`src/rtl/div_if.sv`:
```
// Request/response bundle between the EX stage (master) and the divider (slave).
interface div_if;
    logic        signed_div_i;
    logic [31:0] opdata1_i;
    logic [31:0] opdata2_i;
    logic        start_i;
    logic        annul_i;
    logic [63:0] result_o;
    logic        ready_o;

    modport master (
        output signed_div_i, opdata1_i, opdata2_i, start_i, annul_i,
        input  result_o, ready_o
    );

    modport slave (
        input  signed_div_i, opdata1_i, opdata2_i, start_i, annul_i,
        output result_o, ready_o
    );
endinterface

```
`src/rtl/div.sv`:
```
// Multi-cycle 32-bit restoring divider: one quotient bit per cycle, signed fix-up,
// divide-by-zero shortcut and annulment; result is {remainder, quotient}.
module div (
    input  logic clk,
    input  logic rst,
    div_if.slave bus
);
    localparam int DATA_W = 32;

    typedef enum logic [1:0] {FREE, BYZERO, ON, END} state_e;

    function automatic logic signed [DATA_W-1:0] neg(input logic signed [DATA_W-1:0] v);
        return -v;
    endfunction

    function automatic logic [DATA_W-1:0] mag(input logic [DATA_W-1:0] v, input logic take);
        return take ? neg(v) : v;
    endfunction

    state_e              state_q, state_d;
    logic [5:0]          cnt_q, cnt_d;
    logic [DATA_W-1:0]   dvd_q, dvd_d;
    logic [DATA_W-1:0]   dvs_q, dvs_d;
    logic [DATA_W-1:0]   rem_q, rem_d;
    logic [DATA_W-1:0]   quot_q, quot_d;
    logic                neg_dvd_q, neg_dvd_d;
    logic                neg_dvs_q, neg_dvs_d;
    logic [2*DATA_W-1:0] result_q, result_d;
    logic                ready_q, ready_d;

    logic [DATA_W:0]     shifted;
    logic                trial_ge;
    logic [DATA_W-1:0]   trial;
    logic [DATA_W-1:0]   quot_fix, rem_fix;

    // Remainder stays below the divisor, so a successful trial always fits in 32 bits.
    assign shifted  = {rem_q, dvd_q[DATA_W-1]};
    assign trial_ge = shifted >= {1'b0, dvs_q};
    assign trial    = shifted[DATA_W-1:0] - dvs_q;
    assign quot_fix = mag(quot_q, neg_dvd_q ^ neg_dvs_q);
    assign rem_fix  = mag(rem_q, neg_dvd_q);

    always_comb begin
        state_d   = state_q;
        cnt_d     = cnt_q;
        dvd_d     = dvd_q;
        dvs_d     = dvs_q;
        rem_d     = rem_q;
        quot_d    = quot_q;
        neg_dvd_d = neg_dvd_q;
        neg_dvs_d = neg_dvs_q;
        result_d  = result_q;
        ready_d   = ready_q;
        case (state_q)
            FREE: begin
                result_d = '0;
                ready_d  = 1'b0;
                if (bus.start_i && !bus.annul_i) begin
                    if (bus.opdata2_i == '0) begin
                        state_d = BYZERO;
                    end else begin
                        state_d   = ON;
                        neg_dvd_d = bus.signed_div_i & bus.opdata1_i[DATA_W-1];
                        neg_dvs_d = bus.signed_div_i & bus.opdata2_i[DATA_W-1];
                        dvd_d     = mag(bus.opdata1_i, bus.signed_div_i & bus.opdata1_i[DATA_W-1]);
                        dvs_d     = mag(bus.opdata2_i, bus.signed_div_i & bus.opdata2_i[DATA_W-1]);
                        rem_d     = '0;
                        quot_d    = '0;
                        cnt_d     = '0;
                    end
                end
            end
            BYZERO: begin
                result_d = '0;
                if (bus.annul_i) begin
                    state_d = FREE;
                    ready_d = 1'b0;
                end else begin
                    state_d = END;
                    ready_d = 1'b1;
                end
            end
            ON: begin
                if (bus.annul_i) begin
                    state_d  = FREE;
                    result_d = '0;
                    ready_d  = 1'b0;
                end else if (cnt_q != 6'd32) begin
                    dvd_d  = {dvd_q[DATA_W-2:0], 1'b0};
                    rem_d  = trial_ge ? trial : shifted[DATA_W-1:0];
                    quot_d = {quot_q[DATA_W-2:0], trial_ge};
                    cnt_d  = cnt_q + 6'd1;
                end else begin
                    state_d  = END;
                    result_d = {rem_fix, quot_fix};
                    ready_d  = 1'b1;
                end
            end
            END: begin
                if (!bus.start_i) begin
                    state_d  = FREE;
                    result_d = '0;
                    ready_d  = 1'b0;
                end
            end
            default: state_d = FREE;
        endcase
    end

    always_ff @(posedge clk or posedge rst) begin
        if (rst) begin
            state_q   <= FREE;
            cnt_q     <= '0;
            dvd_q     <= '0;
            dvs_q     <= '0;
            rem_q     <= '0;
            quot_q    <= '0;
            neg_dvd_q <= 1'b0;
            neg_dvs_q <= 1'b0;
            result_q  <= '0;
            ready_q   <= 1'b0;
        end else begin
            state_q   <= state_d;
            cnt_q     <= cnt_d;
            dvd_q     <= dvd_d;
            dvs_q     <= dvs_d;
            rem_q     <= rem_d;
            quot_q    <= quot_d;
            neg_dvd_q <= neg_dvd_d;
            neg_dvs_q <= neg_dvs_d;
            result_q  <= result_d;
            ready_q   <= ready_d;
        end
    end

    assign bus.result_o = result_q;
    assign bus.ready_o  = ready_q;
endmodule

```
`src/flat_wrapper.sv`:
```
// flat-port wrapper written by rule: the top's interface ports become plain ports
module div_flat 
  (clk, rst, bus_signed_div_i, bus_opdata1_i, bus_opdata2_i, bus_start_i, bus_annul_i, bus_result_o, bus_ready_o);
  div_if bus_i ();
  input  logic clk;
  input  logic rst;
  input wire logic [$bits(bus_i.signed_div_i)-1:0] bus_signed_div_i;
  input wire logic [$bits(bus_i.opdata1_i)-1:0] bus_opdata1_i;
  input wire logic [$bits(bus_i.opdata2_i)-1:0] bus_opdata2_i;
  input wire logic [$bits(bus_i.start_i)-1:0] bus_start_i;
  input wire logic [$bits(bus_i.annul_i)-1:0] bus_annul_i;
  output wire logic [$bits(bus_i.result_o)-1:0] bus_result_o;
  output wire logic [$bits(bus_i.ready_o)-1:0] bus_ready_o;
  assign bus_i.signed_div_i = bus_signed_div_i;
  assign bus_i.opdata1_i = bus_opdata1_i;
  assign bus_i.opdata2_i = bus_opdata2_i;
  assign bus_i.start_i = bus_start_i;
  assign bus_i.annul_i = bus_annul_i;
  assign bus_result_o = bus_i.result_o;
  assign bus_ready_o = bus_i.ready_o;
  div u_core (.clk(clk), .rst(rst), .bus(bus_i));
endmodule
```
`config.mk`:
```
export PLATFORM = sky130hd
export DESIGN_NAME = div_flat
export DESIGN_NICKNAME = d
export VERILOG_FILES = /design/src/rtl/div_if.sv /design/src/rtl/div.sv /design/src/flat_wrapper.sv
export SDC_FILE = /design/constraint.sdc
export NUM_CORES = 1
export LEC_CHECK = 0
export ABC_AREA = 1
export ABC_CLOCK_PERIOD_IN_PS = 5800
export BUFFER_PORTS_ARGS = -buffer_cell sky130_fd_sc_hd__buf_2
export CAP_MARGIN = 10
export CORE_MARGIN = 1.5
export CORE_UTILIZATION = 50
export CTS_BUF_LIST = sky130_fd_sc_hd__clkbuf_2
export CTS_CLUSTER_DIAMETER = 50
export DETAILED_ROUTE_END_ITERATION = 8
export PLACE_DENSITY = 0.68
export SLEW_MARGIN = 0
export SYNTH_ARGS = -nofsm -noshare
export SYNTH_HDL_FRONTEND = slang
export SYNTH_SLANG_ARGS = --single-unit
```
`constraint.sdc`:
```
create_clock -name clk -period 5.8 [get_ports clk]
set_clock_uncertainty 0.05 [all_clocks]
set_input_delay 0.58 -clock clk [delete_from_list [all_inputs] [get_ports clk]]
set_output_delay 0.58 -clock clk [all_outputs]
set_load 0.02 [all_outputs]
```
==> impl_results.md <==
- Status: finished, final reports clean
- Post-Syn Instances: 2,151
- Pwr/cell area: 324 nW/um^2
- Hold_ws: 0.0624 ns
- CTS tree: done
- Slew @ Worst Pin: 1.16 ns
- CP Launch Type: flip-flop
- H-tree levels: 2
- Crit end category: flip-flop
- Total Neg Setup Slack: 0 ns
- Predominant post-synthesis flop cell: dfrtp_1
- Setup violators final: 0
- Cell depth of the worst hold path: 4
- Vias in the first global route: 12,833
- Lkg Pwr: 8.83 nW
- Hold wc startpoint: bus_opdata1_i[30]
- Remaining DRCs: 0
- Unrepaired setup endpoints after global routing: false
- Post-detail-place hpwl: 29,000 um
- Clock-pin slew on the worst setup and hold paths: roughly 0.10 ns
- Die width: 172 um
- Reg2reg path depth: 13
- Layout cells sized above 1: 11.7%
- Post-synthesis sequential area ratio: 35.8%
- Global Route Usage Sum: 26.5%
- Initial core utilization: 51.0%
- Std cell rows: 61
- First drt pass iteration count: 5
- Critical Path RT: 6.45 ns
- Initial antenna violation count: 1
- Min cycle time layout: 3.42 ns
- Post-synth EDFFs: 0
- Worst Hold Class: in -> reg
- Syn Area/Cell: 6.61 sq um
- Largest net degree at the start of global routing: 76
- Fmax: 292 MHz
- Critical path arrival: a little over 4 ns
- Total setup buffers inserted after CTS: 0
- Synthesized net count: 2,262
- CTS sink cnt: 203
- Rel. slew slack: 22.7%
- Final Hold Viols: 0
- CTS Buf Count: 53
- Vias per std cell: 5.07
- Num ports: 134
- Die Span Y: 172 um
- Longest Clk Path Bufs: 3
- Die ar.: slightly below 30,000 sq um
- Synthesis Warnings: 0
- DRT iter0 DRCs: 936
- Crit Path Class: reg -> reg
- Cells after DPL: between 2,000 and 3,000
- Grt ovf: 0
- Global-route wire length before repair: about 63,000 um
- Clock root buffer: clkbuf_2
- Post-CTS Resized: 0
- Syn-to-layout area delta: 11.4%
- WL final: 38,200 um
- Reg2reg start: u_core.state_q[0]
- Routed len/inst: approximately 14 um
- Post-DRT Antenna Nets: 0
- Hold EP: u_core.dvd_q[30]
- Reg-to-reg critical path endpoint: u_core.bus.result_o[46]
- Cell Count, Final, Fillers Out: 2,733
- Synth async-reset ratio: 100%
- Critical path fanouts, max: 68
- Number of port buffers: 133
- R2R Setup Slk: 2.38 ns
- Final period util: 59.0%
- Peak VDD IR: 0.301 mV
- Synth Register Bits: 203
- Core box area: 27,900 sq um
- GPL Wtd Cong: 0.930
- Final #Nets: 2,424
- Synth unique cells: 48
- Final slew viol count: 0
- Max Cap Viol: 0
- DR vias: 13,867
- Clock latency on the worst-skew pair: 0.89 ns
- Synthesized cell area: 14,200 sq um
-- layout make-up --
cell class / instances / area (sq um)
Antenna cell: 5 / 12.5
Clock buffer: 77 / 385
Clock inverter: 15 / 77.6
Fill cell: 2893 / 12000
Inverter: 302 / 1140
Multi-Input combinational cell: 1581 / 7630
Sequential cell: 203 / 5080
Tap cell: 378 / 473
Timing Repair Buffer: 172 / 1030
-- flip-flops by register name (all words and copies together), names as in the netlist --
| name | flops |
|---|---|
| u_core.rem_q | 32 |
| u_core.quot_q | 32 |
| u_core.bus.ready_o | 1 |
| u_core.dvd_q | 32 |
| u_core.dvs_q | 32 |
| u_core.state_q | 2 |
| u_core.bus.result_o | 64 |
| u_core.neg_dvs_q | 1 |
| u_core.neg_dvd_q | 1 |
| u_core.cnt_q | 6 |
-- cell families after synthesis --
group                    count (synthesis)  synth area share, %
flip-flops                             203                 35.8
AO/OA/AOI/OAI                          259                 10.1
XOR/XNOR                                59                 3.64
adder cells (fa/ha/maj)                 42                 3.75
AND/OR/NAND/NOR                       1221                 36.2
buffers and inverters                  367                 10.6
-- stage by stage --
stage               setup slack [ns]  util [%]  power, mW  cell area (sq um)
global placement                2.46      54.0       4.10              15100
CTS                             2.35      56.7       5.15              15800
detailed placement              2.37      54.0       4.15              15100
floorplan                       2.54         -       3.65              14200
global route                    1.93      56.8       5.58              15800
finish                          2.38      56.8       5.13              15800
-- per-layer routing --
metal	wire length, um	GRT usage, %	share of wire (%)
met1	19200	39.6	50
met2	16100	40.0	42
met5	0	0	0
met4	707	6.79	1.9
met3	2240	3.66	5.9
-- worst max-delay path: stages (launching register included) --
cell and delay [ns]:
dfrtp_1 0.39, inv_1 0.10, ha_1 0.61, inv_1 0.17, nor2_1 0.16, nand2_1 0.10, nand2_2 0.07, buf_4 0.53
nor2_4 0.27, buf_4 0.28, inv_2 0.32, a21oi_1 0.07, o21ai_0 0.09, nand2_1 0.07
-- how the worst max path moves through the flow --
stage | start | end | slack, ns | depth (start not counted)
CTS | u_core.state_q[0] | u_core.bus.result_o[51] | 2.35 | 13
detailed placement | u_core.state_q[0] | u_core.bus.result_o[12] | 2.37 | 13
floorplan | rst | u_core.bus.ready_o | 2.54 | 1
global route | u_core.state_q[0] | u_core.bus.result_o[49] | 1.93 | 13
global placement | u_core.state_q[0] | u_core.bus.result_o[12] | 2.46 | 13
finish | u_core.state_q[0] | u_core.bus.result_o[46] | 2.38 | 13
-- placed cells by master, fill, tap and decap left out, drive strengths merged, types with 3 or more instances in the layout --
cell / count
o21bai: 5
nand3: 224
clkinvlp: 3
dlygate4sd3: 30
o21ai: 145
diode: 5
clkbuf: 77
nand2: 743
nor3: 17
xnor2: 20
ha: 41
nor2: 183
or2: 6
o31ai: 8
dfrtp: 203
a21oi: 54
a22o: 4
o22ai: 31
inv: 300
xor2: 39
buf: 142
nand3b: 17
nand4: 28
clkinv: 14
a31oi: 3
-- where the power goes --
group,internal [mW],total [mW],leakage (nW),switching [mW]
clock,0.363,0.972,0.357,0.610
sequential,1.67,1.80,2.73,0.134
combinational,0.662,2.36,5.74,1.69
total,2.69,5.13,8.83,2.44
-- synthesized netlist by cell type, types with 2 or more instances --
cell type | instances | area [sq um]
buf_6 | 11 | 124
a22o_1 | 4 | 35.0
nor3_1 | 16 | 80.1
a22oi_1 | 2 | 15.0
nand3_2 | 2 | 20.0
o211ai_1 | 2 | 15.0
nor2_1 | 168 | 631
nor2_2 | 13 | 81.3
o31ai_1 | 8 | 60.1
nor2_4 | 2 | 22.5
nand3_1 | 222 | 1110
xor2_1 | 39 | 342
nand3b_1 | 16 | 120
clkbuf_1 | 19 | 71.3
inv_1 | 287 | 1080
inv_2 | 13 | 48.8
nand2_1 | 736 | 2760
or2_2 | 5 | 31.3
o22ai_1 | 31 | 194
buf_1 | 6 | 22.5
o21ai_0 | 129 | 646
a21oi_1 | 52 | 260
a31oi_1 | 3 | 18.8
a32o_1 | 2 | 20.0
buf_2 | 28 | 140
o21bai_1 | 5 | 37.5
clkinv_1 | 2 | 7.51
dfrtp_1 | 203 | 5080
o21ai_1 | 15 | 75.1
nand2_2 | 6 | 37.5
xnor2_1 | 20 | 175
ha_1 | 41 | 513
nand4_1 | 28 | 175
-- repair_timing --
action | CTS | global route
hold endpoints to repair | 44 | 1
hold buffers | 29 | 1
setup endpoints to repair | 0 | 0
Power figures use the tool's default switching activity.
